`config.mk`:
```
export PLATFORM = sky130hd
export DESIGN_NAME = mon_mem_access
export DESIGN_NICKNAME = d
export VERILOG_FILES = /design/src/rtl/mon_mem_access.sv
export SDC_FILE = /design/constraint.sdc
export NUM_CORES = 1
export LEC_CHECK = 0
export BUFFER_PORTS_ARGS = -buffer_cell sky130_fd_sc_hd__clkbuf_2
export CORE_MARGIN = 2
export CORE_UTILIZATION = 45
export CTS_BUF_LIST = sky130_fd_sc_hd__clkbuf_4
export CTS_CLUSTER_SIZE = 24
export DETAILED_ROUTE_END_ITERATION = 7
export GPL_TIMING_DRIVEN = 0
export PLACE_DENSITY = 0.7
export SYNTH_ARGS = -nofsm -noshare
export SYNTH_HDL_FRONTEND = slang
export SYNTH_SLANG_ARGS = --single-unit
```
`constraint.sdc`:
```
create_clock -name clk -period 3.6 [get_ports clk]
set_input_delay 0.36 -clock clk [delete_from_list [all_inputs] [get_ports clk]]
set_output_delay 0.36 -clock clk [all_outputs]
set_load 0.02 [all_outputs]
```
`src/rtl/mon_mem_access.sv`:
```
// UART-monitor memory engine: word writes, ranged line dumps, memory fill.
// Optional MON_FILL_PAT_EN: fill with a cmd_data pattern instead of zeros.
module mon_mem_access #(
  parameter int DBUS_W    = 128,
  parameter int SND_WORDS = 2,
  parameter int FILL_AW   = 12
) (
  input  logic                    clk,
  input  logic                    rst_n,
  input  logic [31:0]             cmd_data,
  input  logic                    wadr_set,
  input  logic                    wdata_en,
  input  logic                    rd_start_set,
  input  logic                    rd_end_set,
  input  logic                    rd_stop,
  input  logic                    fill_start,
  output logic                    mem_rreq,
  output logic [31:0]             mem_radr,
  input  logic                    mem_rvalid,
  input  logic [DBUS_W-1:0]       mem_rdata,
  output logic                    mem_wen,
  output logic [31:0]             mem_wadr,
  output logic [DBUS_W-1:0]       mem_wdata,
  output logic [DBUS_W/8-1:0]     mem_wmask,
  output logic                    snd_start,
  output logic [32*SND_WORDS-1:0] snd_data,
  input  logic                    snd_done,
  output logic                    busy,
  output logic                    fill_running
);

  localparam int LANES = DBUS_W / 32;
  localparam int LB    = $clog2(LANES);
  localparam int LBW   = (LB > 0) ? LB : 1;
  localparam int OB    = LB + 2;
  localparam int MW    = DBUS_W / 8;
  localparam int SW    = 32 * SND_WORDS;
  localparam logic [31:0] NLINE = 32'((2 ** FILL_AW) / LANES);
  localparam logic [31:0] AMASK = ~((32'd1 << OB) - 32'd1);

  typedef enum logic [2:0] {
    IDLE, REQ, WAIT, GATH, SEND
  } st_t;

  st_t               state_q, state_d;
  logic [29:0]       wptr_q;
  logic [29:0]       end_q;
  logic [30:0]       rptr_q;
  logic [30:0]       tag_q;
  logic [2:0]        k_q;
  logic [DBUS_W-1:0] line_q;
  logic [SW-1:0]     slot_q;
  logic              snd_q;
  logic              fill_q;
  logic [31:0]       fcnt_q;
  logic [31:0]       pat;
  logic              take, hit;
  logic              wr_fire, fill_go, dump_go;
  logic [LBW-1:0]    rlane, wlane;

  assign busy         = (state_q != IDLE);
  assign fill_running = fill_q;
  assign snd_start    = snd_q;
  assign snd_data     = slot_q;

  assign dump_go = (state_q == IDLE) && rd_end_set && !fill_q;
  assign fill_go = fill_start && !busy && !fill_q;
  assign wr_fire = wdata_en && !wadr_set && !fill_q;

  assign rlane = rptr_q[LBW-1:0] & LBW'(LANES - 1);
  assign wlane = wptr_q[LBW-1:0] & LBW'(LANES - 1);
  assign hit   = ((rptr_q >> LB) == tag_q);

  assign mem_rreq = (state_q == REQ);
  assign mem_radr = mem_rreq ? ({rptr_q[29:0], 2'b00} & AMASK) : '0;
  assign mem_wen  = wr_fire | fill_q;

`ifdef MON_FILL_PAT_EN
  logic [31:0] pat_q;
  always_ff @(posedge clk or negedge rst_n) begin
    if (!rst_n)       pat_q <= '0;
    else if (fill_go) pat_q <= cmd_data;
  end
  assign pat = pat_q;
`else
  assign pat = '0;
`endif

  always_comb begin
    mem_wadr  = '0;
    mem_wmask = '0;
    mem_wdata = '0;
    if (fill_q) begin
      mem_wadr  = fcnt_q << OB;
      mem_wmask = '1;
      mem_wdata = {LANES{pat}};
    end else if (wr_fire) begin
      mem_wadr  = {wptr_q, 2'b00} & AMASK;
      mem_wmask = MW'(4'hF) << {wlane, 2'b00};
      mem_wdata = {LANES{cmd_data}};
    end
  end

  always_comb begin
    state_d = state_q;
    take    = 1'b0;
    unique case (state_q)
      IDLE: if (dump_go) state_d = REQ;
      REQ:  state_d = WAIT;
      WAIT: if (mem_rvalid) state_d = GATH;
      GATH: begin
        if (hit) begin
          take = 1'b1;
          if (k_q == 3'(SND_WORDS - 1)) state_d = SEND;
        end else begin
          state_d = REQ;
        end
      end
      SEND: begin
        // end check only at send boundaries, so the last send is full
        if (snd_done) begin
          if (rptr_q > {1'b0, end_q}) state_d = IDLE;
          else                        state_d = GATH;
        end
      end
      default: state_d = IDLE;
    endcase
    if (rd_stop && state_q != IDLE) begin
      state_d = IDLE;
      take    = 1'b0;
    end
  end

  always_ff @(posedge clk or negedge rst_n) begin
    if (!rst_n) begin
      state_q <= IDLE;
      snd_q   <= 1'b0;
      wptr_q  <= '0;
      rptr_q  <= '0;
      end_q   <= '0;
      tag_q   <= '0;
      k_q     <= '0;
      line_q  <= '0;
      slot_q  <= '0;
      fill_q  <= 1'b0;
      fcnt_q  <= '0;
    end else begin
      state_q <= state_d;
      snd_q   <= (state_d == SEND) && (state_q != SEND);
      if (wadr_set && !fill_q) wptr_q <= cmd_data[31:2];
      else if (wr_fire)        wptr_q <= wptr_q + 30'd1;
      if (!busy && rd_start_set) rptr_q <= {1'b0, cmd_data[31:2]};
      else if (take)             rptr_q <= rptr_q + 31'd1;
      if (dump_go) end_q <= cmd_data[31:2];
      if (state_q == IDLE || (state_q == SEND && snd_done))
        k_q <= '0;
      else if (take)
        k_q <= k_q + 3'd1;
      if (state_q == WAIT && mem_rvalid) begin
        line_q <= mem_rdata;
        tag_q  <= rptr_q >> LB;
      end
      if (take) slot_q[32*k_q +: 32] <= line_q[32*rlane +: 32];
      if (fill_go) begin
        fill_q <= 1'b1;
        fcnt_q <= '0;
      end else if (fill_q) begin
        fcnt_q <= fcnt_q + 32'd1;
        if (fcnt_q == NLINE - 32'd1) fill_q <= 1'b0;
      end
    end
  end

endmodule

```
# Word level (Yosys, flattened, before mapping)

Index checks and enable logic that the tools add are counted.

Input bits: 170
Bits in registers: 352

Equal/unequal tests: 9
Multiplexer cells: 30
Reductions and logical operators: 22
$add $sub $neg: 5
Shift operators: 4
Bitwise logic cells: 1
$lt $le $gt $ge: 1

Operators by type and width:

| cell                                                                      | count |
|---|---|
| 128-bit two-way mux                                                       | 2 |
| 32-bit two-way mux                                                        | 5 |
| 128-bit by 8-bit variable part select with 32-bit output                  | 1 |
| 64-bit bitwise mux                                                        | 1 |
| 32-bit by 34-bit variable shift with 64-bit output (first input constant) | 1 |
| 32-bit by 34-bit variable part select with 64-bit output                  | 1 |
| 31-bit two-way mux                                                        | 2 |
| 30-bit two-way mux                                                        | 2 |
| 8-bit negator with 34-bit output                                          | 1 |
| 32-bit by 1-bit adder with 32-bit output (second input constant)          | 1 |
| 32-bit by 10-bit == test with 1-bit output (second input constant)        | 1 |
| 16-bit two-way mux                                                        | 2 |
| 31-bit by 1-bit adder with 31-bit output (second input constant)          | 1 |
| 31-bit by 30-bit greater-than comparator with 1-bit output                | 1 |
| 30-bit by 1-bit adder with 30-bit output (second input constant)          | 1 |
| 29-bit == test                                                            | 1 |
| 3-bit two-way mux                                                         | 8 |
| 4-bit by 4-bit << shifter with 16-bit output (first input constant)       | 1 |
| 3-bit case mux with 5 select lines                                        | 1 |
| 1-bit logical AND                                                         | 12 |
| 2-bit nonzero test                                                        | 4 |
| 3-bit by 1-bit == test with 1-bit output (second input constant)          | 2 |
| 3-bit by 2-bit == test with 1-bit output (second input constant)          | 2 |
| 3-bit == test (second input constant)                                     | 2 |
| 9 further kinds                                                           | 16 |

# Longest topological paths before layout

Gate-level depths: netlist of the first run.

Depth after elaboration: 8
Mapped depth: 12
Depth with buffers taken out: 8

# Worst setup path after synthesis of the first run

Ideal clock, no wire load.

Path kind: reg2reg
Start point: register rptr_q[20]
End point: register slot_q[10], in the netlist snd_data[10]
Data required time: 3.475 ns
Arrival: 2.702 ns
Cell stages (with the launch flop): 11
Setup slack: 0.773 ns
Buffers on the path: 4
Cells stage by stage: dfrtp_1 > buf_6 > xor2_1 > nor4_2 > nand4_2 > or3_1 > buf_2 > or4_4 > buf_6 > buf_6 > mux2_4

Cells in the longest elaborated chain, start to end: 4

Ends and longest elaborated chain:

| what                          | line | RTL |
|---|---|---|
| start, declared               | 48   | `logic [30:0] rptr_q;` |
| start signal, assigned        | 152  | `if (!busy && rd_start_set) rptr_q <= {1'b0, cmd_data[31:2]};` |
| start signal, assigned        | 153  | `else if (take) rptr_q <= rptr_q + 31'd1;` |
| 29-bit == test                | 72   | `assign hit = ((rptr_q >> LB) == tag_q);` |
| 1-bit two-way mux             | 112  | `if (hit) begin` |
| 1-bit two-way mux             | 107  | `unique case (state_q)` |
| 1-bit two-way mux             | 128  | `if (rd_stop && state_q != IDLE) begin` |
| end signal, assigned by index | 163  | `if (take) slot_q[32*k_q +: 32] <= line_q[32*rlane +: 32];` |
| end, declared                 | 52   | `logic [SW-1:0] slot_q;` |

Every way passes these cells.
A chain may end at the register's enable or synchronous reset.

# Worst setup path in the final report of the first run

Start point: register fill_q, in the netlist fill_running
End point: output mem_wdata[106]

Cells in the longest elaborated chain, start to end: 4

Ends and longest elaborated chain:

| what                    | line | RTL |
|---|---|---|
| start, declared         | 54   | `logic fill_q;` |
| start signal, assigned  | 145  | `fill_q <= 1'b0;` |
| start signal, assigned  | 165  | `fill_q <= 1'b1;` |
| start signal, assigned  | 169  | `if (fcnt_q == NLINE - 32'd1) fill_q <= 1'b0;` |
| 1-bit zero test         | 68   | `assign wr_fire = wdata_en && !wadr_set && !fill_q;` |
| 1-bit logical AND       | 68   |  |
| 128-bit two-way mux     | 97   | `end else if (wr_fire) begin` |
| 128-bit two-way mux (*) | 93   | `if (fill_q) begin` |
| end, declared           | 23   | `output logic [DBUS_W-1:0] mem_wdata,` |

Mark *: on every way between the ends. The rest lies on a longest branch, timed or not.

==> results of run 1 <==
==> kinds of logic after synthesis <==
group                    Yosys count  share of synthesized area, %
buffers and inverters            264                         8.081
adder cells (fa/ha/maj)           41                         2.736
XOR/XNOR                          39                         1.911
AO/OA/AOI/OAI                    192                         7.096
other                              1                       0.02010
AND/OR/NAND/NOR                  423                         12.13
multiplexers                     305                         20.82
flip-flops                       352                         47.21
==> cell usage in the layout (no fill, tap or decap), types with 53 or more instances in the layout <==
| cell | Yosys | final |
|---|---|---|
| clkbuf_2 | 0 | 442 |
| dfrtp_1 | 352 | 352 |
| mux2_2 | 224 | 224 |
| dlygate4sd3_1 | 0 | 162 |
| clkbuf_4 | 0 | 135 |
| buf_4 | 119 | 119 |
| nand2_1 | 113 | 113 |
| and2_1 | 64 | 64 |
| nand3_1 | 63 | 63 |
| clkbuf_1 | 64 | 59 |
| inv_1 | 54 | 54 |
| o21ai_0 | 53 | 53 |
==> stage by stage <==
| stage | total power, mW | instances | area (sq um) |
|---|---|---|---|
| 6_report | 12.41 | 2928 | 24440 |
| 5_1_grt | 13.09 | 2926 | 24430 |
| 4_1_cts | 12.35 | 2919 | 24410 |
| 3_5_place_dp | 8.697 | 2597 | 21630 |
| 3_3_place_gp | 8.496 | 2594 | 21540 |
| 2_1_floorplan | 7.743 | 1624 | 18680 |
==> flip-flops by register name (all words and copies together) (netlist names) <==
name,count
rptr_q,31
wptr_q,30
fill_running,1
end_q,30
fcnt_q,32
tag_q,29
snd_data,64
k_q,3
state_q,3
snd_start,1
line_q,128
==> what timing repair did <==
| action | 4_1_cts | 5_1_grt |
|---|---|---|
| hold buffers | 162 | 0 |
| resized for setup | 4 | 6 |
| gates cloned | 0 | 0 |
| pin swaps | 0 | 0 |
| hold endpoints to repair | 443 | 0 |
| setup endpoints to repair | 140 | 99 |
==> per-layer routing <==
layer	up-vias	routed length (um)	track usage, %
met3	148	4181	6.399
met5	-	0	0
li1	7152	-	-
met1	7821	23940	32.79
met2	688	29920	46.85
met4	0	2080	12.37
==> cells in the mapped netlist (30+ instances only) <==
| library cell | instances |
|---|---|
| nand2_1 | 113 |
| buf_4 | 119 |
| nand3_1 | 63 |
| mux2_4 | 30 |
| clkbuf_1 | 64 |
| dfrtp_1 | 352 |
| mux2_2 | 224 |
| inv_1 | 54 |
| nor2_1 | 45 |
| mux4_2 | 32 |
| ha_1 | 40 |
| and2_1 | 64 |
| o21ai_0 | 53 |
==> power breakdown <==
group	internal, mW	leakage, nW	switching (mW)
Clock	1.73	0.686	1.77
Combinational	1.66	6.87	1.32
Sequential	5.05	4.50	0.866
==> critical path, delay by kind of cell (launching register included) <==
family,cells,cell delay [ps]
buf+inv,4,1290
flops,1,410
simple gates,2,580
==> worst max-delay path by stage <==
| stage | endpoint | slack [ps] | cells after the start |
|---|---|---|---|
| after floorplan | snd_data[10] | 770 | 10 |
| after global placement | tag_q[13] | -5600 | 1 |
| after detailed placement | snd_data[34] | 210 | 9 |
| after CTS | mem_wdata[127] | 10 | 7 |
| after global routing | mem_wdata[76] | 8 | 7 |
| final | mem_wdata[106] | 160 | 6 |
==> area by class of cell <==
type / instances / area [sq um] / area share (%)
diodes: 10 / 25.02 / 0.1024
plain buffers: 209 / 1309 / 5.355
clock buffers: 135 / 1013 / 4.147
clock inverters: 25 / 131.4 / 0.5376
inverters: 54 / 202.7 / 0.8294
multi-input cells: 1008 / 8378 / 34.28
flip-flops and latches: 352 / 8808 / 36.04
well taps: 532 / 665.6 / 2.724
repair buffers: 603 / 3905 / 15.98
==> flow_metrics.env, run 1 <==
export IMPL_synthCells=1617
export IMPL_cpMaxStageDelayCell="clkbuf_1"
export IMPL_clk_latency_ps=830
export IMPL_dp_hpwl_um=42050
export IMPL_vias=15810
export IMPL_numCtsBuffers=94
export IMPL_p_per_area_nw_per_um2=507.6
export IMPL_first_pass_iters=5
export IMPL_status="completed"
export IMPL_synth_seq_area_share_pct=47.21
export IMPL_fin_skew_ps=43.52
export IMPL_yosys_warnings=0
export IMPL_required_ps=3240
export IMPL_timing_fmax_mhz=290.8
export IMPL_power_leakage_nw=12.06
export IMPL_yosysTopAreaCell="dfrtp_1"
export IMPL_reg2reg_depth=11
export IMPL_ioPinCount=447
export IMPL_core_area_sq_um=40830
export IMPL_path_class="register to output port"
export IMPL_num_rows=74
export IMPL_initial_core_util_pct=45.69
export IMPL_antenna_found_initial=9
export IMPL_synthTopCellsByArea="dfrtp_1, mux2_2, buf_4, mux4_2, ha_1"
export IMPL_fill_cells=3264
export IMPL_rsz0062_at_grt="false"
export IMPL_die_area_sq_um=43100
export IMPL_cts_buffer_depth=3
export IMPL_yosysUniqueCellTypes=68
export IMPL_critPathArrivalTime_ps=3080
export IMPL_synth_edf_count=0
export IMPL_clkTransAtPathRegs_ps=90
export IMPL_cp_start_kind="register"
export IMPL_finalWirelength_um=60120
export IMPL_period_share_pct=95.52
export IMPL_pre_cts_slack_ps=212.9
export IMPL_avgSynthCellArea_sq_um=11.54
export IMPL_grt_pass1_vias=16360
export IMPL_async_flop_share_pct=100.0
export IMPL_die_w_um=207.6
export IMPL_whs_ps=81.74
export IMPL_drc=0
export IMPL_nets=2532
export IMPL_finalWorstSetupSlack_ps=161.4
export IMPL_max_stage_delay_ps=550
export IMPL_crit_top_cell="clkbuf_1"
export IMPL_routed_via_density=5.399
export IMPL_hold_path_class="input pin to asynchronous set/reset pin"
export IMPL_setup_viol=0
export IMPL_grt_overflow=0
export IMPL_place_congestion=0.9117
export IMPL_cts_htree_levels=3
export IMPL_grt_total_usage_pct=27.35
export IMPL_portBuffers=438
export IMPL_final_hold_viol_count=0
export IMPL_dr_first_iter_drc_count=1015
export IMPL_grt_max_degree=108
export IMPL_cts_root_buf="clkbuf_4"
export IMPL_rr_endpoint="k_q[0]"
export IMPL_syn_area_sq_um=18660
export IMPL_cts_tree="yes"
export IMPL_grt_pass1_wl_um=92090
export IMPL_utilization_pct=59.85
export IMPL_crit_fanout=10
export IMPL_area_delta_synth_final_pct=30.99
export IMPL_ir_drop_uv=421.8
export IMPL_fin_crit_ps=3439
export IMPL_setup_tns_ps=0
export IMPL_slew_violations=0
export IMPL_wl_per_cell_um=20.53
export IMPL_postCtsSetupBuffers=0
export IMPL_cts_sinks=352
export IMPL_fp_dieH_um=207.6
export IMPL_maxSlewHeadroom_pct=24.30
export IMPL_critPathLaunch="fill_running"
export IMPL_reg2reg_from="rptr_q[26]"
export IMPL_drive_gt1_share_pct=43.34
export IMPL_yosysTopAreaCellShare_pct=47.21
export IMPL_max_cap_violations=0
export IMPL_r2r_slack_ps=210
export IMPL_synth_seq_cells=352
export IMPL_crit_chain="clkbuf_1, nand2b_1, clkbuf_1, nor2_1, buf_4, clkbuf_2"
export IMPL_worstSetupEndpointType="output port"
export IMPL_worst_pin_slew_ps=1120
export IMPL_ys_flop_type="dfrtp_1"
export IMPL_antenna_left=0
Power figures use the tool's default switching activity.
==> run 2, diff against run 1 <==
RECOVER_POWER = 100   (was default)
==> flow_metrics.env, run 2 (synthesis gave the netlist of run 1 again) <==
export IMPL_ir_drop_uv=420.6
export IMPL_power_leakage_nw=11.81
export IMPL_rr_endpoint="k_q[0]"
export IMPL_routed_via_density=5.429
export IMPL_p_sw_mw=3.964
export IMPL_fin_skew_ps=50.14
export IMPL_ioPinCount=447
export IMPL_clk_latency_ps=830
export IMPL_first_pass_iters=5
export IMPL_place_congestion=0.9117
export IMPL_antenna_left=0
export IMPL_status="finished with violations"
export IMPL_fill_cells=3298
export IMPL_fin_crit_ps=3418
export IMPL_pwr_share_clk_pct=28.3
export IMPL_reg2reg_depth=11
export IMPL_whs_ps=78.83
export IMPL_rsz0062_at_grt="false"
export IMPL_period_share_pct=94.94
export IMPL_wl_per_cell_um=20.55
export IMPL_setup_viol=0
export IMPL_largest_reg_flops=128
export IMPL_slew_violations=48
export IMPL_fin_cells=2928
export IMPL_initial_core_util_pct=45.69
export IMPL_dr_first_iter_drc_count=1028
export IMPL_hold_path_class="input pin to register"
export IMPL_maxSlewHeadroom_pct=-87.83
export IMPL_vias=15900
export IMPL_max_cap_violations=1
export IMPL_worstHoldPathCells=3
export IMPL_fp_dieH_um=207.6
export IMPL_grt_pass1_vias=16360
export IMPL_die_area_sq_um=43100
export IMPL_required_ps=3240
export IMPL_combPwrFrac_pct=24.0
export IMPL_p_per_area_nw_per_um2=509.9
export IMPL_drive_gt1_share_pct=40.53
export IMPL_hold_end="fill_running"
export IMPL_p_int_mw=8.438
export IMPL_utilization_pct=59.57
export IMPL_portBuffers=438
export IMPL_final_hold_viol_count=0
export IMPL_core_area_sq_um=40830
export IMPL_grt_total_usage_pct=27.35
export IMPL_hold_start="fill_start"
export IMPL_largest_register="line_q"
export IMPL_p_total_mw=12.40
export IMPL_reg2reg_from="rptr_q[26]"
export IMPL_finalWirelength_um=60170
export IMPL_cts_htree_levels=3
export IMPL_dp_hpwl_um=42050
export IMPL_cts_tree="yes"
export IMPL_antenna_found_initial=9
export IMPL_cts_buffer_depth=3
export IMPL_cts_sinks=352
export IMPL_area_delta_synth_final_pct=30.37
export IMPL_r2r_slack_ps=200
export IMPL_critPathArrivalTime_ps=3060
export IMPL_worst_pin_slew_ps=2817
export IMPL_crit_fanout=10
export IMPL_layout_commonest_cell="clkbuf_2"
export IMPL_timing_fmax_mhz=292.6
export IMPL_violations="capacitance limit, slew limit"
export IMPL_path_class="register to output port"
export IMPL_nets=2532
export IMPL_sequentialPowerShare_pct=47.7
export IMPL_dp_cells=2597
export IMPL_postCtsSetupBuffers=0
export IMPL_grt_max_degree=108
export IMPL_clkTransAtPathRegs_ps=60
export IMPL_die_w_um=207.6
export IMPL_final_cell_mix="clkbuf_2, dfrtp_1, mux2_2, dlygate4sd3_1, clkbuf_4"
export IMPL_drc=0
export IMPL_grt_overflow=0
export IMPL_num_rows=74
export IMPL_numCtsBuffers=94
export IMPL_p_sw_share_pct=31.96
export IMPL_grt_pass1_wl_um=92090
export IMPL_cp_start_kind="register"
export IMPL_worstSetupEndpointType="output port"
export IMPL_cts_root_buf="clkbuf_4"
run 2: cell counts in the layout (fill, tap and decap cells not counted):
Identical to the previous run, type by type.
run 2: worst max path at each step:
stage,to,from,depth (start not counted)
floorplan,snd_data[10],rptr_q[20],10
global placement,tag_q[13],rst_n,1
detailed placement,snd_data[34],rptr_q[21],9
CTS,mem_wdata[127],fill_running,7
global route,mem_wdata[76],fill_running,7
finish,mem_wdata[106],fill_running,6
run 2: repair_timing:
item                                   CTS  global route
endpoints found under the hold margin  443             0
setup endpoints to repair              140            99
gates cloned                             0             0
hold buffers                           162             0
gates resized for setup                  4             6
run 2: final cells by class:
| type | count | area, sq um | area share (%) |
|---|---|---|---|
| Clock buffer | 135 | 1013 | 4.167 |
| Timing Repair Buffer | 603 | 3789 | 15.58 |
| Tap cell | 532 | 665.6 | 2.737 |
| Clock inverter | 25 | 131.4 | 0.5402 |
| Inverter | 54 | 202.7 | 0.8334 |
| Multi-Input combinational cell | 1008 | 8378 | 34.45 |
| Sequential cell | 352 | 8808 | 36.22 |
| Antenna cell | 10 | 25.02 | 0.1029 |
| Buffer | 209 | 1309 | 5.381 |
run 2: power by group through the flow:
stage               clock network, mW  logic (mW)  registers (mW)
global route                     3.79        3.26            6.04
finish                           3.50        2.98            5.92
floorplan                           0        2.11            5.63
CTS                              3.56        2.95            5.84
global placement                    0        2.66            5.83
detailed placement                  0        2.79            5.90
run 2: routing by layer:
layer	part of all wire [%]	global-route usage [%]	vias to the layer above
met5	0	0	-
met2	50	46.85	713
met4	3.5	12.37	0
li1	-	-	7162
met3	7.1	6.399	160
met1	40	32.79	7861
run 2: through the flow:
stage | setup TNS (ps) | area (sq um) | worst slack [ps]
after floorplan | 0 | 18680 | 773.2
after global placement | -1962000 | 21540 | -5601
after detailed placement | 0 | 21630 | 212.9
after CTS | 0 | 24410 | 12.99
after global routing | 0 | 24320 | 7.574
final | 0 | 24320 | 182.2
run 2: critical path, cell delays in order, from the launching register on:
cell	delay, ps
dfrtp_1	410
clkbuf_1	380
nand2b_1	260
clkbuf_1	550
nor2_1	310
buf_4	220
clkbuf_2	140
==> run 3, diff against run 2 <==
--- a/config.mk
+++ b/config.mk
@@ -8,10 +8,10 @@
 export BUFFER_PORTS_ARGS = -buffer_cell sky130_fd_sc_hd__clkbuf_2
 export CORE_MARGIN = 2
-export CORE_UTILIZATION = 45
+export CORE_UTILIZATION = 26
 export CTS_BUF_LIST = sky130_fd_sc_hd__clkbuf_4
 export CTS_CLUSTER_SIZE = 24
 export DETAILED_ROUTE_END_ITERATION = 7
 export GPL_TIMING_DRIVEN = 0
-export PLACE_DENSITY = 0.7
+export PLACE_DENSITY = 0.46
 export RECOVER_POWER = 100
 export SYNTH_ARGS = -nofsm -noshare
==> constraint.sdc (replaced) <==
create_clock -name clk -period 3.6 [get_ports clk]
set_input_delay 0.18 -clock clk [delete_from_list [all_inputs] [get_ports clk]]
set_output_delay 0.18 -clock clk [all_outputs]
set_load 0.02 [all_outputs]
==> flow_metrics.env, run 3 (synthesis gave the netlist of run 1 again) <==
export IMPL_hold_path_class="input pin to register"
export IMPL_worst_pin_slew_ps=2428
export IMPL_register_area_sq_um=8808
export IMPL_num_rows=98
export IMPL_p_total_mw=12.86
export IMPL_layout_commonest_cell="dfrtp_1"
export IMPL_worstSetupEndpointType="output port"
export IMPL_required_ps=3420
export IMPL_cp_start_kind="register"
export IMPL_grt_pass1_wl_um=100800
export IMPL_fp_dieH_um=271.9
export IMPL_cts_root_buf="clkbuf_4"
export IMPL_place_congestion=0.8647
export IMPL_reg2reg_depth=10
export IMPL_cpMaxStageDelayCell="dfrtp_1"
export IMPL_drive_gt1_share_pct=36.14
export IMPL_path_class="register to output port"
export IMPL_place_area_sq_um=22160
export IMPL_grt_pass1_vias=16780
export IMPL_die_w_um=271.9
export IMPL_cts_sinks=352
export IMPL_ir_drop_uv=325.3
export IMPL_first_pass_iters=5
export IMPL_timing_fmax_mhz=292.8
export IMPL_routed_via_density=4.593
export IMPL_multi_input_area_sq_um=8322
export IMPL_max_cap_violations=2
export IMPL_maxSlewHeadroom_pct=-61.85
export IMPL_largest_reg_flops=128
export IMPL_setup_viol=0
export IMPL_r2r_slack_ps=200
export IMPL_max_stage_delay_ps=420
export IMPL_rsz0062_at_grt="false"
export IMPL_violations="capacitance limit, slew limit"
export IMPL_utilization_pct=36.12
export IMPL_critPathArrivalTime_ps=3240
export IMPL_fin_crit_ps=3415
export IMPL_dp_hpwl_um=48370
export IMPL_period_share_pct=94.86
export IMPL_fill_cells=7241
export IMPL_fin_area_sq_um=25730
export IMPL_slew_violations=171
export IMPL_path_buf_inv=5
export IMPL_cts_htree_levels=3
export IMPL_worstHoldPathCells=3
export IMPL_ioPinCount=447
export IMPL_vias=15850
export IMPL_p_per_area_nw_per_um2=499.8
export IMPL_crit_chain="clkbuf_1, nor3b_2, clkbuf_2, clkbuf_2, and2_0, buf_4, clkbuf_2"
export IMPL_numCtsBuffers=106
export IMPL_drc=0
export IMPL_critPathTopFamily="buffers and inverters"
export IMPL_wl_per_cell_um=19.24
export IMPL_final_hold_viol_count=0
export IMPL_largest_register="line_q"
export IMPL_area_delta_synth_final_pct=37.93
export IMPL_crit_top_cell="clkbuf_2"
export IMPL_antenna_found_initial=7
export IMPL_status="finished with violations"
export IMPL_cp_depth=7
export IMPL_final_cell_mix="dfrtp_1, clkbuf_2, dlygate4sd3_1, mux2_2, clkbuf_4"
export IMPL_crit_fanout=10
export IMPL_fin_skew_ps=119.8
export IMPL_die_area_sq_um=73920
export IMPL_core_area_sq_um=71240
export IMPL_grt_max_degree=96
export IMPL_clk_latency_ps=920
export IMPL_cts_buffer_depth=3
export IMPL_grt_overflow=0
export IMPL_finalWirelength_um=66360
export IMPL_antenna_left=0
export IMPL_portBuffers=438
export IMPL_nets=2631
export IMPL_initial_core_util_pct=26.19
export IMPL_grt_total_usage_pct=17.68
export IMPL_power_leakage_nw=11.94
export IMPL_dr_first_iter_drc_count=855
export IMPL_cts_tree="yes"
export IMPL_clkTransAtPathRegs_ps=60
[run 3: cell types whose count changed in the layout (fill, tap and decap cells not counted), moves of 4 or more]
cell,change
clkinv_2,-4
mux2_4,-14
mux2_1,+15
buf_6,-4
buf_1,-7
clkbuf_1,+86
buf_4,-54
and2_1,-34
clkbuf_2,-69
clkbuf_4,+81
dlygate4sd3_1,+83
and2_0,+34
diode_2,-6
[run 3: routing by layer]
| metal | vias up | global-route usage [%] | share of wire, % |
|---|---|---|---|
| met1 | 7861 | 21.10 | 41 |
| met5 | - | 0 | 0.041 |
| met3 | 120 | 4.672 | 6.2 |
| li1 | 7375 | - | - |
| met4 | 4 | 6.131 | 2.8 |
| met2 | 487 | 30.69 | 50 |
[run 3: worst paths after layout]
path / startpoint / endpoint
hold / removal: rd_end_set / end_q[29]
setup reg to reg: rptr_q[21] / snd_data[17]
hold reg to reg: fcnt_q[31] / fcnt_q[31]
max in group asynchronous: rst_n / tag_q[3]
setup / recovery: fill_running / mem_wdata[116]
min in group asynchronous: rst_n / end_q[23]
[run 3: power by group]
group | internal [mW] | switching (mW) | total, mW
clock | 2.07 | 1.94 | 4.00
sequential | 5.05 | 0.809 | 5.86
combinational | 1.69 | 1.30 | 3.00
total | 8.81 | 4.05 | 12.9
[run 3: stage by stage]
stage,worst slack (ps),hold WS [ps],instances,setup TNS (ps)
2_1_floorplan,773.2,-115.6,1624,0
6_report,184.9,100.9,3450,0
3_3_place_gp,-5913,413.8,3012,-2052990
5_1_grt,7.311,22.48,3449,0
3_5_place_dp,-68.36,296.9,3015,-1714
4_1_cts,31.57,0.4657,3444,0
[run 3: cell type report]
class | count | share of cell area [%]
Inverter | 54 | 0.7877
Multi-Input combinational cell | 1008 | 32.34
Sequential cell | 352 | 34.23
Clock buffer | 162 | 4.726
Tap cell | 950 | 4.619
Buffer | 210 | 5.028
Antenna cell | 4 | 0.03890
Clock inverter | 21 | 0.5932
Timing Repair Buffer | 689 | 17.64
[run 3: tightest hold or removal path: cells and delay by family]
kind	cells	cell delay [ps]
buf+inv	1	90
mux	1	240
simple gates	1	390
[run 3: timing repair]
| action | in CTS | in global routing |
|---|---|---|
| cloned | 0 | 0 |
| pin swaps | 0 | 1 |
| hold endpoints to repair | 407 | 0 |
| endpoints found under the setup margin | 158 | 61 |
| resized for setup | 7 | 8 |
| hold buffers | 246 | 0 |
| setup buffers | 0 | 2 |
